### src/rtl/serdesphy_link_seq.sv
// SerDes PHY link bring-up sequencer: PLL reset/lock, CDR lock, PRBS training,
// link-up supervision with bounded retries. Single clock domain (24 MHz reference).
module serdesphy_link_seq #(
    parameter int unsigned CNT_W        = 16,
    parameter int unsigned RST_CYCLES   = 48,
    parameter int unsigned LOCK_STABLE  = 240,
    parameter int unsigned PLL_TIMEOUT  = 24000,
    parameter int unsigned CDR_TIMEOUT  = 24000,
    parameter int unsigned TRAIN_CYCLES = 4096,
    parameter int unsigned ERR_MAX      = 4,
    parameter int unsigned MAX_RETRY    = 3
) (
    input  logic       clk_ref_24m,
    input  logic       rst_n,
    input  logic       phy_en,
    input  logic       power_good,
    input  logic       pll_lock,
    input  logic       cdr_lock,
    input  logic       prbs_err,
    output logic       pll_rst,
    output logic       cdr_rst,
    output logic       tx_en,
    output logic       rx_en,
    output logic       prbs_en,
    output logic       link_up,
    output logic       seq_error,
    output logic [2:0] seq_state,
    output logic [1:0] retry_cnt
);

    typedef enum logic [2:0] {
        IDLE     = 3'd0,
        PLL_RST  = 3'd1,
        PLL_WAIT = 3'd2,
        CDR_WAIT = 3'd3,
        TRAIN    = 3'd4,
        LINK_UP  = 3'd5,
        FAULT    = 3'd6
    } state_t;

    // Terminal counts: a phase lasting N cycles exits when the counter shows N-1.
    localparam logic [CNT_W-1:0] RST_TC   = CNT_W'(RST_CYCLES - 1);
    localparam logic [CNT_W-1:0] STAB_TC  = CNT_W'(LOCK_STABLE - 1);
    localparam logic [CNT_W-1:0] PLL_TC   = CNT_W'(PLL_TIMEOUT - 1);
    localparam logic [CNT_W-1:0] CDR_TC   = CNT_W'(CDR_TIMEOUT - 1);
    localparam logic [CNT_W-1:0] TRAIN_TC = CNT_W'(TRAIN_CYCLES - 1);
    localparam logic [7:0]       ERR_LIM  = 8'(ERR_MAX);
    localparam logic [1:0]       RETRY_LAST = 2'(MAX_RETRY - 1);

    state_t           state, nxt;
    logic [CNT_W-1:0] cnt, stab;
    logic [7:0]       err, err_sat;
    logic [1:0]       retry_nxt;
    logic [1:0]       pll_sync, cdr_sync;
    logic             pll_lock_s, cdr_lock_s;
    logic             retry;

    assign pll_lock_s = pll_sync[1];
    assign cdr_lock_s = cdr_sync[1];

    always_ff @(posedge clk_ref_24m or negedge rst_n) begin
        if (!rst_n) begin
            pll_sync <= '0;
            cdr_sync <= '0;
        end else begin
            pll_sync <= {pll_sync[0], pll_lock};
            cdr_sync <= {cdr_sync[0], cdr_lock};
        end
    end

    always_comb begin
        nxt     = state;
        retry   = 1'b0;
        err_sat = (prbs_err && err != '1) ? err + 8'd1 : err;
        case (state)
            IDLE:     if (phy_en && power_good) nxt = PLL_RST;
            PLL_RST:  if (cnt == RST_TC) nxt = PLL_WAIT;
            PLL_WAIT: begin
                if (pll_lock_s && stab == STAB_TC) nxt = CDR_WAIT;
                else if (cnt == PLL_TC)            retry = 1'b1;
            end
            CDR_WAIT: begin
                if (!pll_lock_s)                        retry = 1'b1;
                else if (cdr_lock_s && stab == STAB_TC) nxt = TRAIN;
                else if (cnt == CDR_TC)                 retry = 1'b1;
            end
            TRAIN: begin
                if (!pll_lock_s || !cdr_lock_s) retry = 1'b1;
                else if (cnt == TRAIN_TC) begin
                    if (err_sat <= ERR_LIM) nxt = LINK_UP;
                    else                    retry = 1'b1;
                end
            end
            LINK_UP: begin
                if (!pll_lock_s)      retry = 1'b1;
                else if (!cdr_lock_s) nxt = CDR_WAIT;
            end
            FAULT:   nxt = FAULT;
            default: nxt = IDLE;
        endcase

        retry_nxt = retry_cnt;
        if (retry) begin
            if (retry_cnt == RETRY_LAST) begin
                nxt = FAULT;
            end else begin
                nxt       = PLL_RST;
                retry_nxt = retry_cnt + 2'd1;
            end
        end
        if (nxt == LINK_UP && state != LINK_UP) retry_nxt = '0;
        if (!phy_en || !power_good) begin
            nxt       = IDLE;
            retry_nxt = '0;
        end
    end

    always_ff @(posedge clk_ref_24m or negedge rst_n) begin
        if (!rst_n) begin
            state     <= IDLE;
            cnt       <= '0;
            stab      <= '0;
            err       <= '0;
            retry_cnt <= '0;
            seq_state <= '0;
            pll_rst   <= 1'b1;
            cdr_rst   <= 1'b1;
            tx_en     <= 1'b0;
            rx_en     <= 1'b0;
            prbs_en   <= 1'b0;
            link_up   <= 1'b0;
            seq_error <= 1'b0;
        end else begin
            state     <= nxt;
            seq_state <= nxt;
            retry_cnt <= retry_nxt;

            if (nxt != state) begin
                cnt  <= '0;
                stab <= '0;
                err  <= '0;
            end else begin
                // Counting only in bounded phases keeps the phase counter from wrapping.
                case (state)
                    PLL_RST, PLL_WAIT, CDR_WAIT, TRAIN: cnt <= cnt + 1'b1;
                    default:                            cnt <= cnt;
                endcase
                case (state)
                    PLL_WAIT: stab <= pll_lock_s ? stab + 1'b1 : '0;
                    CDR_WAIT: stab <= cdr_lock_s ? stab + 1'b1 : '0;
                    default:  stab <= '0;
                endcase
                if (state == TRAIN) err <= err_sat;
            end

            pll_rst   <= 1'b0;
            cdr_rst   <= 1'b0;
            tx_en     <= 1'b0;
            rx_en     <= 1'b0;
            prbs_en   <= 1'b0;
            link_up   <= 1'b0;
            seq_error <= 1'b0;
            case (nxt)
                PLL_WAIT: cdr_rst <= 1'b1;
                CDR_WAIT: begin
                    // Re-entry from LINK_UP on CDR loss gives the CDR a one-cycle reset kick.
                    cdr_rst <= (state == LINK_UP);
                    tx_en   <= 1'b1;
                    rx_en   <= 1'b1;
                end
                TRAIN: begin
                    tx_en   <= 1'b1;
                    rx_en   <= 1'b1;
                    prbs_en <= 1'b1;
                end
                LINK_UP: begin
                    tx_en   <= 1'b1;
                    rx_en   <= 1'b1;
                    link_up <= 1'b1;
                end
                FAULT: begin
                    pll_rst   <= 1'b1;
                    cdr_rst   <= 1'b1;
                    seq_error <= 1'b1;
                end
                default: begin
                    pll_rst <= 1'b1;
                    cdr_rst <= 1'b1;
                end
            endcase
        end
    end

endmodule

### config.mk
export PLATFORM = sky130hd
export DESIGN_NAME = serdesphy_link_seq
export DESIGN_NICKNAME = d
export VERILOG_FILES = /design/src/rtl/serdesphy_link_seq.sv
export SDC_FILE = /design/constraint.sdc
export NUM_CORES = 1
export LEC_CHECK = 0
export CAP_MARGIN = 15
export CORE_UTILIZATION = 45
export CTS_CLUSTER_DIAMETER = 100
export DETAILED_ROUTE_END_ITERATION = 8
export PLACE_DENSITY = 0.63
export SYNTH_ARGS = -nofsm -noshare
export SYNTH_HDL_FRONTEND = slang
export SYNTH_SLANG_ARGS = --single-unit
### constraint.sdc
create_clock -name clk_ref_24m -period 4.2 [get_ports clk_ref_24m]
set_input_delay 0.84 -clock clk_ref_24m [delete_from_list [all_inputs] [get_ports clk_ref_24m]]
set_output_delay 0.84 -clock clk_ref_24m [all_outputs]
set_load 0.02 [all_outputs]
Word level (Yosys, flattened, before mapping)
Index checks and enable logic that the tools add are counted.
{ "op_classes": {"n_mux": 42, "n_reduce_logical": 20, "n_addsub": 4, "n_lt_le_gt_ge": 1, "eq_ne": 21} }
{ "op_table": {"columns": ["cell", "n"], "rows": [
  ["16-bit two-way mux", 5],
  ["3-bit two-way mux", 13],
  ["16-bit by 1-bit adder with 16-bit output (second input constant)", 2],
  ["16-bit one-hot mux with 2 select lines", 1],
  ["8-bit two-way mux", 3],
  ["3-bit equality test (second input constant)", 7],
  ["3-bit one-hot mux with 7 select lines", 1],
  ["16-bit by 12-bit equality test with 1-bit output (second input constant)", 1],
  ["16-bit by 15-bit equality test with 1-bit output (second input constant)", 1],
  ["16-bit by 6-bit equality test with 1-bit output (second input constant)", 1],
  ["16-bit by 8-bit equality test with 1-bit output (second input constant)", 1],
  ["1-bit two-way mux", 13],
  ["3-bit by 2-bit equality test with 1-bit output (second input constant)", 4],
  ["8-bit by 1-bit adder with 8-bit output (second input constant)", 1],
  ["8-bit by 3-bit less-or-equal comparator with 1-bit output (second input constant)", 1],
  ["2-bit two-way mux", 4],
  ["8-bit != test (second input constant)", 1],
  ["4-bit OR reduction", 2],
  ["1-bit logical AND", 5],
  ["1-bit zero test", 4],
  ["1-bit one-hot mux with 4 select lines", 1],
  ["2-bit nonzero test", 2],
  ["3-bit by 1-bit equality test with 1-bit output (second input constant)", 1],
  ["3-bit zero test", 1],
  ["11 further kinds", 12]
]} }
{ "totals": {"ff_bits": 55, "output_inout_bits": 12} }

Depth between registers and ports, before layout
Gate-level depths: netlist of the first run.
{ "logic_depth": {"ltp_word": 13, "mapped_depth": 11, "depth_no_buf": 9} }

Least setup slack after synthesis of the first run
Ideal clock, no wire load.
{ "synth_timing": {"path_type": "reg2reg", "startpoint": "register state[2]", "endpoint": "register cnt[0]", "synth_period_minus_slack_ps": 3079, "n_path_buf": 2, "path_stages_with_launch": 12, "t_arrival_ps": 2983, "setup_time_ps": 96, "t_required_ps": 4104, "setup_slack_ps": 1121, "cell_sequence": "dfrtp_1 > buf_2 > inv_1 > ha_1 > nor4b_2 > nand4_1 > or4_4 > o21ai_4 > nor2_1 > o311a_2 > buf_2 > nor4_2"} }
{ "synth_via": {"elab_chain_cells": 8, "elab_cells_between_ends": 25, "cone_classes": "eq/ne (7); mux (15); reduce/logical (3)"} }
{ "synth_lines": {"columns": ["item", "line", "rtl"], "rows": [
  ["from (decl)", "50", "state_t state, nxt;"],
  ["from (signal assigned)", "134", "state <= nxt;"],
  ["3-bit two-way mux", "90", "if (err_sat <= ERR_LIM) nxt = LINK_UP;"],
  ["3-bit two-way mux", "89", "else if (cnt == TRAIN_TC) begin"],
  ["3-bit two-way mux", "88", "if (!pll_lock_s || !cdr_lock_s) retry = 1'b1;"],
  ["3-bit one-hot mux with 7 select lines", "75", "case (state)"],
  ["3-bit two-way mux", "103", "if (retry) begin"],
  ["3-bit two-way mux", "112", "if (!phy_en || !power_good) begin"],
  ["3-bit != test", "138", "if (nxt != state) begin"],
  ["16-bit two-way mux / 2-bit nonzero test (equally long branches)", null, null],
  ["to (signal assigned)", "145", "PLL_RST, PLL_WAIT, CDR_WAIT, TRAIN: cnt <= cnt + 1'b1;"],
  ["to (signal assigned)", "146", "default: cnt <= cnt;"],
  ["to (decl)", "51", "logic [CNT_W-1:0] cnt, stab;"]
]} }
Parallel ways exist; a longest one is shown, timed or not.
A chain may end at the register's enable or synchronous reset.

Worst setup path after layout of the first run
{ "layout_timing": {"startpoint": "input port prbs_err", "endpoint": "register stab[9]"} }
{ "layout_via": {"elab_chain_cells": 11, "elab_cells_between_ends": 15, "cone_classes": "order compare (1); eq/ne (1); mux (12); reduce/logical (1)"} }
{ "layout_lines": {"columns": ["item", "line", "rtl"], "rows": [
  ["from (decl)", "19", "input logic prbs_err,"],
  ["1-bit logical AND *", "74", "err_sat = (prbs_err && err != '1) ? err + 8'd1 : err;"],
  ["8-bit two-way mux *", "74", null],
  ["8-bit by 3-bit less-or-equal comparator with 1-bit output *", "90", null],
  ["3-bit two-way mux / 1-bit two-way mux (equally long branches)", "90", null],
  ["3-bit two-way mux / 1-bit two-way mux (equally long branches)", "89", null],
  ["3-bit two-way mux / 1-bit two-way mux (equally long branches)", "88", null],
  ["3-bit one-hot mux with 7 select lines / 1-bit one-hot mux with 4 select lines (equally long branches)", "75", null],
  ["3-bit two-way mux *", "103", null],
  ["3-bit two-way mux *", "112", null],
  ["3-bit != test *", "138", null],
  ["16-bit two-way mux *", "138", null],
  ["to (signal assigned)", "149", "PLL_WAIT: stab <= pll_lock_s ? stab + 1'b1 : '0;"],
  ["to (signal assigned)", "150", "CDR_WAIT: stab <= cdr_lock_s ? stab + 1'b1 : '0;"],
  ["to (decl)", "51", null]
]} }
Every way passes the cells marked *; elsewhere a longest branch is shown, timed or not.

==> qor.txt, run 1 <==
Max H-tree Level = 2
Commonest cells after routing, fill and taps aside = 53 x dfrtp_1, 34 x nor2_1, 25 x nand2_1
All-Layer GR Usage = 19.4%
Initial antenna violation count = 0
GPL Wtd Cong = 0.855
Top_reg_cell synth = dfrtp_1
ANT cells = 0
R2R setup slack = 880 ps
Compound-Gate Fraction of Synth Area = 8.38%
Endpoint type of the worst setup path = register
Hold endpoint = cdr_sync[1]
Core area = 7890 µm²
Top Ports = 19
Layout cell share with drive strength beyond 1 = 22.3%
Placed Instances = 470
Layout Nets = 387
Crit path DAT = 3670 ps
Post-DRT Antenna Nets = 0
Width of the die = 93.4 µm
Layout area overhead = 8.32%
Die height = 93.4 µm
Final min period = 3450 ps
Worst setup path category = primary input to register
Combined area of the multi-input logic cells = 2190 µm²
Synthesized cell area = 3760 µm²
# rows = 32
Routed len/inst = 16.4 µm
Hold Crit Class = register to register
Fillers = 752
Net Count, Synth = 372
# setup viols final = 0
Fmax = 0.290 GHz
DR pass1 iterations = 4
Max-Cap Viols = 0
Hold path start = cdr_sync[0]
Synthesis-stage register bit count = 55
R2R Path Start = state[2]
Cts hold-fix bufs = 0
Port Buffer Count = 18
Vias per inst = 5.85
CTS resizes = 0
Yosys Warn Count = 0
RSZ-0062 raised after global routing = false
Starting DRT DRC Count = 125
DR DRC count = 0
Commonest non-fill, non-tap cell in the layout = dfrtp_1
Worst r2r path cells = 10
Max-slew violations = 0
CTS tree = done
Status = finished, final reports clean
Initial core utilization = 47.7%
Worst slew pin tran = 776 ps
Later-pin clock latency in the skew report = 310 ps
Final period util = 82.2%
Sequential fraction of the synthesis area = 36.7%
Clock buffer depth = 2
Worst-path clk slew = 110 ps
Via count = 2,798
Synthesized-area fraction occupied by and/or/nand/nor cells = 37.4%
Critical Path RT = 4420 ps
Cells after Synth = 360
FFs w/ async S/R, synth = 100%
Total overflow reported by the global router = 0
Largest net degree at the start of global routing = 41
First-pass GRT wire length = 13,200 µm
Mux cell area share after synthesis = 1.70%
Design Area, Final = 4070 µm²
Total wire length = 7850 µm
Adder-cell area share of the yosys netlist = 1.66%
Number of buffers created by CTS = 5
Main combinational cell family by area after synthesis = simple AND/OR/NAND/NOR gates
Setup TNS = 0 ps
Post-route insts no fill = 478
Synth Area in XOR/XNOR = 8.85%
Critical Path Start Type = primary input
Clock Skew = 17.1 ps
Storage cell area = 1380 µm²
Full die area = 8730 µm²
Syn_area_per_cell = 10.4 µm²
Post-CTS Setup Bufs = 0
DP Area = 3990 µm²
Crit Path Max Fanout = 40
Unique cell type count in the Yosys netlist = 66
Post-synth EDFFs = 0
Clock sinks = 55
Clk root buf = clkbuf_8
Hold Vio Cnt, Final = 0
Lkg Pwr = 1.52 nW
Vias in the first global route = 2,661
Post-DP HPWL = 5540 µm
Worst hold stages = 0
PD cells = 224 nW/µm²
Max IR drop VDD = 143 µV
FF-to-FF End = stab[11]
Slew margin rel. = 48.2%
## report_power, final
group          switching, mW  internal (mW)
clock network          0.180          0.120
logic                 0.0440         0.0233
registers            0.00862          0.536
## synth_stat cells (all sizes together), types with 2 or more instances
master   n  share of area [%]
a211o    2               0.47
a211oi   2               0.40
a21o     2               0.40
a21oi    6               0.80
a31oi    3               0.83
and2     6                1.2
and3     7                1.2
and4     7                1.7
buf     18                4.0
dfrtp   53                 35
dfstp    2                1.4
ha       5                1.7
inv     10                1.0
mux2i    4                1.4
nand2   25                2.5
nand2b   2               0.33
nand3   21                2.8
nand4   15                3.1
nor2    34                3.4
nor2b    4               0.73
nor3     4               0.53
nor3b    2               0.40
nor4    24                7.7
nor4b   24                9.2
o211ai   3               0.60
o21ai    7                1.2
o31ai    2               0.40
or2      2               0.33
or3      6                1.1
or4      3               0.70
xnor2   20                4.7
xor2    18                4.2
## worst max-delay path by stage
stage                        start      end  slack [ps]  depth (start not counted)
after floorplan           state[2]   cnt[0]        1120                         11
after global placement    prbs_err   cnt[2]         540                          9
after detailed placement  prbs_err   cnt[6]         410                          9
after CTS                 prbs_err   cnt[6]         770                          9
after global routing      prbs_err  stab[3]         550                          9
final                     prbs_err  stab[9]         750                          9
## stage by stage
step | hold WS [ps] | power, mW | util, % | worst slack [ps]
after global placement | 344 | 0.622 | 50.5 | 544
final | 337 | 0.912 | 51.6 | 748
after global routing | 352 | 0.953 | 51.6 | 547
after floorplan | 331 | 0.598 | - | 1120
after detailed placement | 336 | 0.624 | 50.5 | 413
after CTS | 348 | 0.925 | 51.6 | 766
## area by class of cell
class | count | area share [%]
Tap cell | 102 | 3.13
Sequential cell | 55 | 33.8
Clock inverter | 2 | 0.399
Clock buffer | 6 | 1.78
Multi-Input combinational cell | 275 | 53.8
Timing Repair Buffer | 28 | 6.14
Inverter | 10 | 0.921
## routing by layer
layer  share of wire, %  routed length, µm  GRT usage [%]  vias up
li1                   -                  -              -     1356
met1                 49               3850           26.3     1407
met2                 48               3760           32.2       33
met3                2.6                206           3.58        2
met4               0.51                 40           4.62        0
met5                  0                  0              0        -
## worst max-delay path, cell delays in order
cell	delay [ps]
clkdlybuf4s50_1	540
and4_1	300
or3_1	350
a22oi_4	210
a31oi_2	150
o21ai_1	410
a31oi_4	130
buf_4	330
nor4b_2	360
## state kept, by name (all words and copies together) (netlist names)
signal and cells:
rx_en 1, prbs_en 1, cdr_sync 2, err 8, pll_sync 2, state 3, link_up 1, seq_error 1
pll_rst 1, stab 16, cnt 16, cdr_rst 1, retry_cnt 2
## logic make-up (layout without fill, tap and decap cells)
logic type      count (synthesis)  count (layout)
buf+inv                        30              46
compound gates                 39              39
simple gates                  188             188
flops                          55              55
fa+ha+maj                       5               5
mux                             5               5
xor+xnor                       38              38
Note: power is estimated with default switching activity, not from simulation.
==> inputs of run 2 (changes only) <==
clock period = 3.6 ns   (was 4.2 ns; I/O delays follow)
==> run 2 against run 1 <==
- largest power group unchanged
- non-clock buffer count rose by 5
- combinational power rose by 24%
- wire length rose by 0.17%
- via count fell by 0.57%
- highest routed layer unchanged
- setup slack got worse by 230 ps
- clock power rose by 17%
- sequential share of layout area fell by 0.65 points
- flip-flop and latch count did not move
- final cell count rose by 1.0%
- total power rose by 17%
- first-iteration DRC count rose by 8.8%
==> qor.txt, run 2 (synthesis gave the netlist of run 1 again) <==
Crit. Startpoint = state[2] (was prbs_err)
DR DRC count = 0 (unchanged)
Met1 Resource Use GR = 27.4% (was 26.3%)
Starting DRT DRC Count = 136 (was 125)
GPL Wtd Cong = 0.843 (was 0.855)
Setup TNS = 0 ps (unchanged)
Vias in the first global route = 2,787 (was 2,661)
Status = finished, final reports clean (unchanged)
Width of the die = 93.4 µm (unchanged)
# setup viols final = 0 (unchanged)
Post-route insts no fill = 483 (was 478)
Later-pin clock latency in the skew report = 320 ps (was 310 ps)
Via count = 2,782 (was 2,798)
Final core occ = 52.7% (was 51.6%)
ANT cells = 0 (unchanged)
Worst-path clk slew = 110 ps (about the same)
Layout cell share with drive strength beyond 1 = 23.6% (was 22.3%)
All-Layer GR Usage = 20.0% (was 19.4%)
Lkg Pwr = 1.55 nW (was 1.52 nW)
Max-Cap Viols = 0 (unchanged)
Hold Vio Cnt, Final = 0 (unchanged)
Post-CTS Setup Bufs = 0 (unchanged)
Clock Skew = 11.4 ps (was 17.1 ps)
Worst setup path category = register to register (was primary input to register)
R2R setup slack = 520 ps (was 880 ps)
Placed Instances = 475 (was 470)
Worst hold margin = 341 ps (was 337 ps)
Critical Path RT = 3830 ps (was 4420 ps)
Layout Nets = 392 (was 387)
Max H-tree Level = 2 (unchanged)
Critical Path Start Type = register (was primary input)
Top flop regs = cnt: 16 flops, stab: 16 flops, err: 8 flops (unchanged)
Endpoint type of the worst setup path = register (unchanged)
Top Ports = 19 (unchanged)
DR pass1 iterations = 4 (unchanged)
Routed len/inst = 16.3 µm (was 16.4 µm)
Crit path DAT = 3310 ps (was 3670 ps)
# rows = 32 (unchanged)
Busiest layer in global routing = met2 (unchanged)
Cts hold-fix bufs = 0 (unchanged)
Layout area overhead = 10.4% (was 8.32%)
Fmax = 0.325 GHz
Commonest cells after routing, fill and taps aside = 53 x dfrtp_1, 34 x nor2_1, 25 x nand2_1 (unchanged)
Met3 usage = 3.17% (was 3.58%)
Post-DRT Antenna Nets = 0 (unchanged)
Clk root buf = clkbuf_8 (unchanged)
Clock buffer depth = 2 (unchanged)
Number of buffers created by CTS = 5 (unchanged)
Total overflow reported by the global router = 0 (unchanged)
Final period util = 85.6%
Max-slew violations = 0 (unchanged)
Worst r2r path cells = 10 (unchanged)
Max IR drop VDD = 121 µV (was 143 µV)
Commonest non-fill, non-tap cell in the layout = dfrtp_1 (unchanged)
Total wire length = 7870 µm (was 7850 µm)
Final min period = 3080 ps
Crit Path Max Fanout = 22 (was 40)
Initial antenna violation count = 0 (unchanged)
Initial core utilization = 47.7% (unchanged)
Largest net degree at the start of global routing = 35 (was 41)
R2R Path Start = state[2] (unchanged)
CTS tree = done (unchanged)
RSZ-0062 raised after global routing = false (unchanged)
Slew margin rel. = 55.0% (was 48.2%)
Worst slew pin tran = 673 ps (was 776 ps)
First-pass GRT wire length = 13,800 µm (was 13,200 µm)
Port Buffer Count = 18 (unchanged)
Fillers = 736 (was 752)
Die height = 93.4 µm (unchanged)
Vias per inst = 5.76 (was 5.85)
CTS resizes = 0 (unchanged)
M2 GR Usage = 32.8% (was 32.2%)
Post-DP HPWL = 5610 µm (was 5540 µm)
PD cells = 258 nW/µm² (was 224 nW/µm²)
Hold Crit Class = primary input to async pin (was register to register)
Full die area = 8730 µm² (unchanged)
Clock sinks = 55 (unchanged)
Core area = 7890 µm² (unchanged)
==> run 2: cell types whose count changed in the layout (fill, tap and decap cells not counted) <==
cell and delta:
buf_12 +3, buf_4 +2, clkbuf_1 -1, clkinv_4 +2, inv_6 -1
==> run 2: worst paths after layout <==
| path | end |
|---|---|
| setup / recovery | stab[10] |
| hold / removal | stab[5] |
| setup reg to reg | stab[10] |
| hold reg to reg | cdr_sync[1] |
| max in group asynchronous | cnt[12] |
| min in group clk_ref_24m | cdr_sync[1] |
==> run 2: worst max-delay path, stage by stage (launching register included) <==
cell     delay, ps
dfrtp_1        390
inv_1          180
ha_1           330
nor4b_2        240
nand4_1        130
or4_4          570
o21ai_4        220
nor2_1          90
o311a_2        420
buf_12         200
nor4b_2        240
==> run 2: final cells by class <==
cell class | instances | area, µm² | area share, %
clock buffer | 5 | 68.8 | 1.66
clock inverter | 3 | 25.0 | 0.602
inverter | 10 | 37.5 | 0.904
multi-input combinational | 275 | 2190 | 52.7
sequential | 55 | 1380 | 33.2
tap | 102 | 128 | 3.07
timing repair buffer | 33 | 325 | 7.83
==> run 2: through the flow <==
step                cell area [µm²]  total power [mW]  worst slack (ps)
floorplan                      3760             0.698               521
global placement               4060             0.730               243
detailed placement             4060             0.731               181
CTS                            4150              1.09               515
global route                   4150              1.13               346
finish                         4150              1.07               519
==> run 2: power breakdown <==
| part | switching, mW | internal (mW) | total [mW] |
|---|---|---|---|
| clock network | 0.213 | 0.140 | 0.352 |
| logic | 0.0528 | 0.0308 | 0.0836 |
| registers | 0.00855 | 0.625 | 0.634 |
| total | 0.274 | 0.796 | 1.07 |
==> run 2: metal layers <==
layer / up-vias / share of wire, %
met4: 0 / 1.3
met1: 1372 / 48
li1: 1364 / -
met3: 10 / 2.5
met5: - / 0
met2: 36 / 48
==> inputs of run 3 (changes only) <==
RECOVER_POWER = 100   (was not set)
TNS_END_PERCENT = 20   (was not set)
==> run 3 against run 2 <==
- setup slack worse by 180 ps
- register-to-register slack got worse by 180 ps
- highest routed layer unchanged
- final cell count did not move
- total power shrank 0.67%
- critical path depth is the same
- sequential power hardly changed
- worst hold slack improved by 12 ps
- via count shrank 0.75%
==> qor.txt, run 3 (synthesis gave the netlist of run 1 again) <==
Status = finished, final reports clean (unchanged)
Initial core utilization = 47.7% (unchanged)
Post-route insts no fill = 483 (unchanged)
Worst slew pin tran = 1140 ps (was 673 ps)
CTS resizes = 0 (unchanged)
Slew margin rel. = 24.1% (was 55.0%)
Total power = 1.06 mW (was 1.07 mW)
# rows = 32 (unchanged)
Hold Crit Class = register to register (was primary input to async pin)
Combined area of the multi-input logic cells = 1990 µm² (was 2190 µm²)
Placed Instances = 475 (unchanged)
Crit Path Max Fanout = 7 (was 22)
Post-DRT Antenna Nets = 0 (unchanged)
Sw power = 270 µW (was 274 µW)
Vias in the first global route = 2,787 (unchanged)
R2R setup slack = 340 ps (was 520 ps)
Fmax = 0.307 GHz (was 0.325 GHz)
Total wire length = 8010 µm (was 7870 µm)
Storage cell area = 1380 µm² (unchanged)
Sequential Power Share = 59.6% (was 59.2%)
Vias per inst = 5.72 (was 5.76)
Max-Cap Viols = 0 (unchanged)
First-pass GRT wire length = 13,800 µm (unchanged)
Die height = 93.4 µm (unchanged)
Routed len/inst = 16.6 µm (was 16.3 µm)
Width of the die = 93.4 µm (unchanged)
DR pass1 iterations = 4 (unchanged)
Worst hold stages = 0
Crit path DAT = 3480 ps (was 3310 ps)
Top flop regs = cnt: 16 flops, stab: 16 flops, err: 8 flops (unchanged)
CTS tree = done (unchanged)
Commonest non-fill, non-tap cell in the layout = dfrtp_1 (unchanged)
Clock sinks = 55 (unchanged)
Clock Power Share = 33.3% (was 32.9%)
Final period util = 90.6% (was 85.6%)
Setup TNS = 0 ps (unchanged)
Final min period = 3260 ps (was 3080 ps)
Critical Path Start Type = register (unchanged)
RSZ-0062 raised after global routing = false (unchanged)
Initial antenna violation count = 0 (unchanged)
Max IR drop VDD = 121 µV (about the same)
Switch share = 25.4% (was 25.6%)
Number of buffers created by CTS = 5 (unchanged)
Endpoint type of the worst setup path = register (unchanged)
Core area = 7890 µm² (unchanged)
Gate power share = 7.1% (was 7.8%)
DR DRC count = 0 (unchanged)
Layout Nets = 392 (unchanged)
Fillers = 782 (was 736)
Internal power = 792 µW (was 796 µW)
Port Buffer Count = 18 (unchanged)
Via count = 2,761 (was 2,782)
Post-DP HPWL = 5610 µm (unchanged)
GPL Wtd Cong = 0.843 (unchanged)
All-Layer GR Usage = 20.0% (unchanged)
Later-pin clock latency in the skew report = 320 ps (about the same)
Critical Path RT = 3820 ps (was 3830 ps)
# setup viols final = 0 (unchanged)
Worst r2r path cells = 10 (unchanged)
Worst setup path category = register to register (unchanged)
Clock Skew = 9.95 ps (was 11.4 ps)
Worst-path clk slew = 110 ps (about the same)
ANT cells = 0 (unchanged)
FF-to-FF End = err[7] (was stab[10])
Cts hold-fix bufs = 0 (unchanged)
Total overflow reported by the global router = 0 (unchanged)
R2R Path Start = state[2] (unchanged)
Layout cell share with drive strength beyond 1 = 14.4% (was 23.6%)
Hold path start = cdr_sync[0]
Lkg Pwr = 1.53 nW (was 1.55 nW)
Commonest cells after routing, fill and taps aside = 53 x dfrtp_1, 34 x nor2_1, 25 x nand2_1 (unchanged)
Layout area overhead = 4.82% (was 10.4%)
Hold endpoint = cdr_sync[1]
Largest net degree at the start of global routing = 35 (unchanged)
Top Ports = 19 (unchanged)
Crit. Startpoint = state[2] (unchanged)
Worst slack at placement = 181 ps (unchanged)
Hold Vio Cnt, Final = 0 (unchanged)
Full die area = 8730 µm² (unchanged)
Max H-tree Level = 2 (unchanged)
PD cells = 270 nW/µm² (was 258 nW/µm²)
Post-CTS Setup Bufs = 0 (unchanged)
Clk root buf = clkbuf_8 (unchanged)
Starting DRT DRC Count = 125 (was 136)
Max-slew violations = 0 (unchanged)
Clock buffer depth = 2 (unchanged)
Setup ws final = 338 ps (was 519 ps)
-- run 3: cell count changes in the layout (fill, tap and decap cells not counted) --
cell             previous run  this run
nor4b_1                     2        18
nor4b_2                    22         6
nor4_1                      3        18
nor4_2                     20         5
clkdlybuf4s50_1            17         3
dlygate4sd3_1               0        14
buf_4                      12         8
clkbuf_1                    0         3
clkbuf_2                    0         2
buf_2                       1         0
o21ai_0                     5         6
o21ai_1                     1         0
or4_1                       2         3
or4_4                       1         0
-- run 3: how the worst max path moves through the flow --
stage / to / slack, ps / cells past startpoint
5_1_grt: err[7] / 180 / 10
3_5_place_dp: cnt[4] / 180 / 9
3_3_place_gp: cnt[13] / 240 / 9
4_1_cts: stab[10] / 520 / 10
2_1_floorplan: cnt[0] / 520 / 11
6_report: err[7] / 340 / 10
-- run 3: per-layer routing --
metal,track usage (%),wire (µm),vias up
li1,-,-,1369
met1,27.4,4060,1359
met2,32.8,3720,27
met3,3.17,163,6
met4,5.13,67,0
met5,0,0,-
-- run 3: metrics by stage --
stage          cell area [µm²]  util, %  hold slack [ps]
6_report                  3940     50.0              353
5_1_grt                   3940     50.0              353
4_1_cts                   4150     52.7              346
3_5_place_dp              4060     51.5              341
3_3_place_gp              4060     51.5              333
2_1_floorplan             3760        -              331
-- run 3: area by class of cell --
class,count,area share (%)
repair buffers,33,7.90
flip-flops and latches,55,35.0
clock buffers,5,1.75
multi-input cells,275,50.6
well taps,102,3.24
clock inverters,3,0.635
inverters,10,0.952
-- run 3: worst max-delay path: stages (launching register included) --
cell	delay (ps)
dfrtp_1	390
inv_1	180
ha_1	320
nor4b_1	310
nand4_1	140
or4_1	590
o21ai_4	230
nor2_1	80
o311a_2	410
clkbuf_2	230
nor4_1	280
-- run 3: power by group through the flow --
| stage | clock network (mW) | logic (mW) | registers [mW] |
|---|---|---|---|
| after CTS | 0.367 | 0.0853 | 0.634 |
| after global placement | 0 | 0.0841 | 0.646 |
| final | 0.354 | 0.0752 | 0.634 |
| after detailed placement | 0 | 0.0851 | 0.646 |
| after global routing | 0.397 | 0.0837 | 0.635 |
| after floorplan | 0 | 0.0532 | 0.645 |
==> edit 1, RTL diff (flow settings as in run 2) <==
The parameter `CDR_TIMEOUT` goes from 24000 to 12000.
--- a/src/rtl/serdesphy_link_seq.sv
+++ b/src/rtl/serdesphy_link_seq.sv
@@ -5,7 +5,7 @@
     parameter int unsigned RST_CYCLES   = 48,
     parameter int unsigned LOCK_STABLE  = 240,
     parameter int unsigned PLL_TIMEOUT  = 24000,
-    parameter int unsigned CDR_TIMEOUT  = 24000,
+    parameter int unsigned CDR_TIMEOUT  = 12000,
     parameter int unsigned TRAIN_CYCLES = 4096,
     parameter int unsigned ERR_MAX      = 4,
     parameter int unsigned MAX_RETRY    = 3
Check against the original RTL: no difference found for any inputs over 10 cycles, from zero or initial values and one cycle with rst_n low; that may be too few to reach the edited logic, so the function may still have changed.
==> edit 1 against run 2 <==
- final cell count shrank 5.8%
- synthesized area shrank 16%
- worst setup slack lost 240 ps
- synthesized cell count shrank 6.4%
- cell area shrank 14%
- routed wire length shrank 20%
- non-clock buffer count shrank 3
- total power grew 0.42%
- sequential cell count is the same
- critical path type is now primary input to flip-flop
- largest cell class unchanged
==> edit 1: results (changes against run 2) <==
metric,value,unit,change
Root Driver,clkbuf_8,,
CP endpoint,stab[3],,
CP max-delay cell,clkdlybuf4s50_1,,
number of synthesized flops with an enable pin,0,,unchanged
share of cells above drive strength 1,9.47,%,-14 points
flop2flop setup slack,340,ps,-180 ps
"Seq/Total Area, Yosys",43.7,%,+7.1 points
crit-path max FO,16,,-27%
n_diodes,0,,unchanged
Critical R2R Capture,stab[3],,
largest net degree at the start of global routing,35,,unchanged
Setup crit start,prbs_err,,
Synth async-reset ratio,100,%,unchanged
clk buf depth,2,,unchanged
"CTS clk-pin slew, worst paths",90,ps,-20 ps
# resized after CTS,0,,unchanged
Worst Skew,11.8,ps,+0.420 ps
first-pass GRT wire length,11000,µm,-20%
Mapped Nets,349,,-6.2%
DP HPWL,4520,µm,-19%
library cells used by synthesis,54,,-18%
vias in the first global route,2307,,-17%
CP arrival,3540,ps,+230 ps
Rel. slew slack,52.2,%,-2.9 points
worst r2r src,err[0],,
initial antenna violation count,0,,unchanged
Skew-Pair Late Insertion Delay,310,ps,
TritonCTS buffer count,5,,unchanged
routed vias/inst,5.39,,-6.4%
CTS HTree Levels,2,,unchanged
GRT Util Overall,18.7,%,-1.3 points
Post-CTS Setup Repair Bufs,0,,unchanged
dpl cell area,3460,µm²,-15%
Worst IR Drop VDD,0.173,mV,+43%
final net count,370,,-5.6%
"top cells by count, synth","53 x dfrtp_1, 42 x nor2_1, 32 x nand2_1",,
leakage,1.49,nW,-4.3%
Buffers on Ports,18,,unchanged
DR WL/cell,13.9,µm,-15%
Synth Warn #,0,,unchanged
top_reg_cell synth,dfrtp_1,,
Worst Hold Class,flip-flop to flip-flop,,
RD Place Congestion,0.867,,+2.8%
worst reg2reg path depth,12,,+2
drt initial violations,113,,-17%
fillers,641,,-13%
Pre-antenna DRT Iters,4,,unchanged
status,finished clean,,
largest registers,"cnt x16, stab x16, err x8",,
Antenna Nets Post-Route,0,,unchanged
Area contributors post-synth,"dfrtp_1 42%, xor2_1 6.4%, nor2_1 5.0%",,
CP peak stage delay,490,ps,-80 ps
[edit 1: area by class of cell]
class / instances / share of cell area (%)
Sequential cell: 55 / 38.7
Tap cell: 96 / 3.37
Clock buffer: 8 / 2.81
Multi-Input combinational cell: 257 / 46.0
Timing Repair Buffer: 30 / 8.15
Inverter: 9 / 0.949
[edit 1: worst max-delay path, delay by kind of cell]
family / cells / cell delay (ps)
xor+xnor: 1 / 150
buf+inv: 3 / 780
compound gates: 4 / 1190
simple gates: 4 / 700
[edit 1: how the worst min path moves through the flow]
stage,cells past startpoint,start,slack [ps],end
floorplan,0,cdr_sync[0],330,cdr_sync[1]
CTS,0,pll_sync[0],360,pll_sync[1]
global route,0,pll_sync[0],370,pll_sync[1]
finish,0,pll_sync[0],350,pll_sync[1]
detailed placement,0,pll_sync[0],330,pll_sync[1]
global placement,0,cdr_sync[0],330,cdr_sync[1]
[edit 1: per-layer routing]
layer / vias up / GRT usage (%) / share of wire, %
met5: - / 0 / 0
met4: 0 / 4.55 / 0.95
met3: 6 / 3.18 / 2.6
met1: 1167 / 27.2 / 50
met2: 40 / 29.3 / 46
li1: 1240 / - / -
[edit 1: where the power goes]
| part | switching, mW | internal (mW) |
|---|---|---|
| Clock | 0.192 | 0.176 |
| Combinational | 0.0401 | 0.0285 |
| Sequential | 0.0108 | 0.628 |
[edit 1: cell families (layout without fill, tap and decap cells)]
logic type / after synthesis / in the layout / synth area share, %
buffers and inverters: 25 / 47 / 4.33
and+or+nand+nor: 174 / 174 / 29.0
DFF: 55 / 55 / 43.7
adders and majority gates: 5 / 5 / 1.98
AOI/OAI and AO/OA: 35 / 35 / 8.77
muxes: 3 / 3 / 1.11
xor gates and xnor gates: 40 / 40 / 11.1
[edit 1: stage by stage]
step	instances	utilization, %	hold WS [ps]	setup slack (ps)	TNS, ps
after global routing	455	52.4	367	67.6	0
after CTS	455	52.4	357	289	0
final	455	52.4	354	282	0
after floorplan	337	-	331	627	0
after global placement	447	50.9	333	9.94	0
after detailed placement	447	50.9	335	-26.5	-56.6
==> edit 2, RTL diff (config.mk and constraints of run 2) <==
Without the edit above. Reset style: synchronous (`rst_n`), changed in 2 clocked blocks.
--- a/src/rtl/serdesphy_link_seq.sv
+++ b/src/rtl/serdesphy_link_seq.sv
@@ -58,7 +58,7 @@
     assign pll_lock_s = pll_sync[1];
     assign cdr_lock_s = cdr_sync[1];
 
-    always_ff @(posedge clk_ref_24m or negedge rst_n) begin
+    always_ff @(posedge clk_ref_24m) begin
         if (!rst_n) begin
             pll_sync <= '0;
             cdr_sync <= '0;
@@ -115,7 +115,7 @@
         end
     end
 
-    always_ff @(posedge clk_ref_24m or negedge rst_n) begin
+    always_ff @(posedge clk_ref_24m) begin
         if (!rst_n) begin
             state     <= IDLE;
             cnt       <= '0;
Check against the original RTL: differs if rst_n is asserted again (counterexample within 4 cycles, from zero or initial values and one cycle with rst_n low); with rst_n held inactive, the same outputs for 10 cycles.
==> edit 2 against run 2 <==
- worst setup slack better by 200 ps
- count of clock-buffer cells in the layout unchanged
- synthesized area down 19%
- routed wire length shrank 21%
- synthesized cell count is 4.2% lower
- final cell count is 9.9% lower
- sequential cell count unchanged
- cell area fell by 19%
- via count fell by 9.6%
- highest routed layer unchanged
Power is not compared: it rests on default switching activity, and its combinational part moved more than twofold at a synthesized area within 25%.
==> edit 2: results (changes against run 2) <==
metric,value,unit,change
largest net degree at the start of global routing,25,,-29%
"CTS clk-pin slew, worst paths",90,ps,-20 ps
crit-path max FO,24,,+9.1%
Skew-Pair Late Insertion Delay,320,ps,about the same
# resized after CTS,0,,unchanged
RD Place Congestion,0.853,,+1.2%
Post-CTS Setup Repair Bufs,0,,unchanged
Area contributors post-synth,"dfxtp_1 36%, nor3_1 7.1%, xnor2_1 6.6%",,
CP arrival,3100,ps,-210 ps
synthesized-area fraction occupied by adder cells,1.64,%,-0.019 points
leakage,1.08,nW,
met3 usage,3.24,%,+0.074 points
Synth Area in XOR/XNOR,10.6,%,+1.8 points
clk buf depth,2,,unchanged
Post-Syn Area per Cell,8.82,µm²,-16%
DR WL/cell,14.2,µm,-13%
fillers,608,,-17%
library cells used by synthesis,61,,-7.6%
Pre-antenna DRT Iters,4,,unchanged
met1 Use GR,24.5,%,-2.9 points
"Seq/Total Area, Yosys",36.2,%,-0.48 points
Synth async-reset ratio,0,%,-100 points
Worst IR Drop VDD,0.207,mV,
status,finished clean,,
GRT Util Overall,18.5,%,-1.5 points
drt initial violations,170,,+25%
initial antenna violation count,0,,unchanged
Root Driver,clkbuf_8,,
Worst Hold Class,flip-flop to flip-flop,,
Rel. slew slack,57.7,%,+2.7 points
Mapped Nets,356,,-4.3%
Buffers on Ports,18,,unchanged
register area,1100,µm²,-20%
largest registers,"cnt x16, stab x16, err x8",,
met2 usage,30.3,%,-2.5 points
share of cells above drive strength 1,10.3,%,-13 points
TritonCTS buffer count,5,,unchanged
Synth Warn #,0,,unchanged
final net count,368,,-6.1%
CTS HTree Levels,2,,unchanged
n_diodes,0,,unchanged
"top cells by count, synth","55 x dfxtp_1, 43 x nor3_1, 23 x xnor2_1",,
final instance count without filler cells,435,,-9.9%
flop2flop setup slack,760,ps,+240 ps
vias in the first global route,2322,,-17%
dpl cells,427,,-10%
post-synthesis compound-gate area fraction,13.1,%,+4.7 points
first-pass GRT wire length,10900,µm,-21%
Final setup viols,0,,unchanged
routed vias/inst,5.78,,+0.34%
Worst Skew,12.9,ps,+1.46 ps
"commonest non-fill, non-tap cell in the layout",dfxtp_1,,
DP HPWL,4400,µm,-22%
mux share of post-synthesis cell area,1.32,%,-0.38 points
dpl cell area,3250,µm²,-20%
==> edit 2: kinds of logic (layout without fill, tap and decap cells) <==
family	Yosys count	in the layout
XOR/XNOR	37	37
flip-flops	55	55
AND/OR/NAND/NOR	173	173
AO/OA/AOI/OAI	42	42
adder cells (fa/ha/maj)	4	4
multiplexers	4	4
buffers and inverters	30	43
==> edit 2: worst max-delay path, stage by stage <==
cell             delay, ps
clkdlybuf4s50_1        580
nand4_1                140
nor4b_1                270
a21o_1                 120
o2111ai_1              270
a21oi_1                340
a211oi_4                90
buf_4                  240
nor4_1                 300
==> edit 2: final timing paths <==
check / from / cells past startpoint / end
max reg2reg: cnt[7] / 8 / err[4]
max: prbs_err / 9 / err[4]
min: cdr_sync[0] / 1 / cdr_sync[1]
min reg2reg: cdr_sync[0] / 1 / cdr_sync[1]
==> edit 2: routing by layer <==
metal,wire (µm),part of all wire [%]
met1,3090,50
met2,2840,46
met3,154,2.5
met4,108,1.7
met5,0,0
==> edit 2: per-stage QoR <==
step           hold WS (ps)  power (mW)  worst slack [ps]
2_1_floorplan           412       0.652               963
5_1_grt                 448        1.10               540
6_report                440        1.07               717
3_5_place_dp            417       0.667               436
3_3_place_gp            415       0.666               426
4_1_cts                 441        1.08               753
==> edit 2: report_power, final <==
part	leakage, nW	internal (mW)	total (mW)	switching, mW
clock	0.0581	0.207	0.415	0.207
sequential	0.444	0.610	0.612	0.00167
combinational	0.574	0.0166	0.0402	0.0237
==> edit 2: cell type report <==
| class | count | share of cell area, % |
|---|---|---|
| clock inverter | 3 | 1.30 |
| tap | 77 | 2.87 |
| clock buffer | 5 | 2.05 |
| inverter | 12 | 1.34 |
| timing repair buffer | 23 | 6.48 |
| sequential | 55 | 32.8 |
| multi-input combinational | 260 | 53.2 |
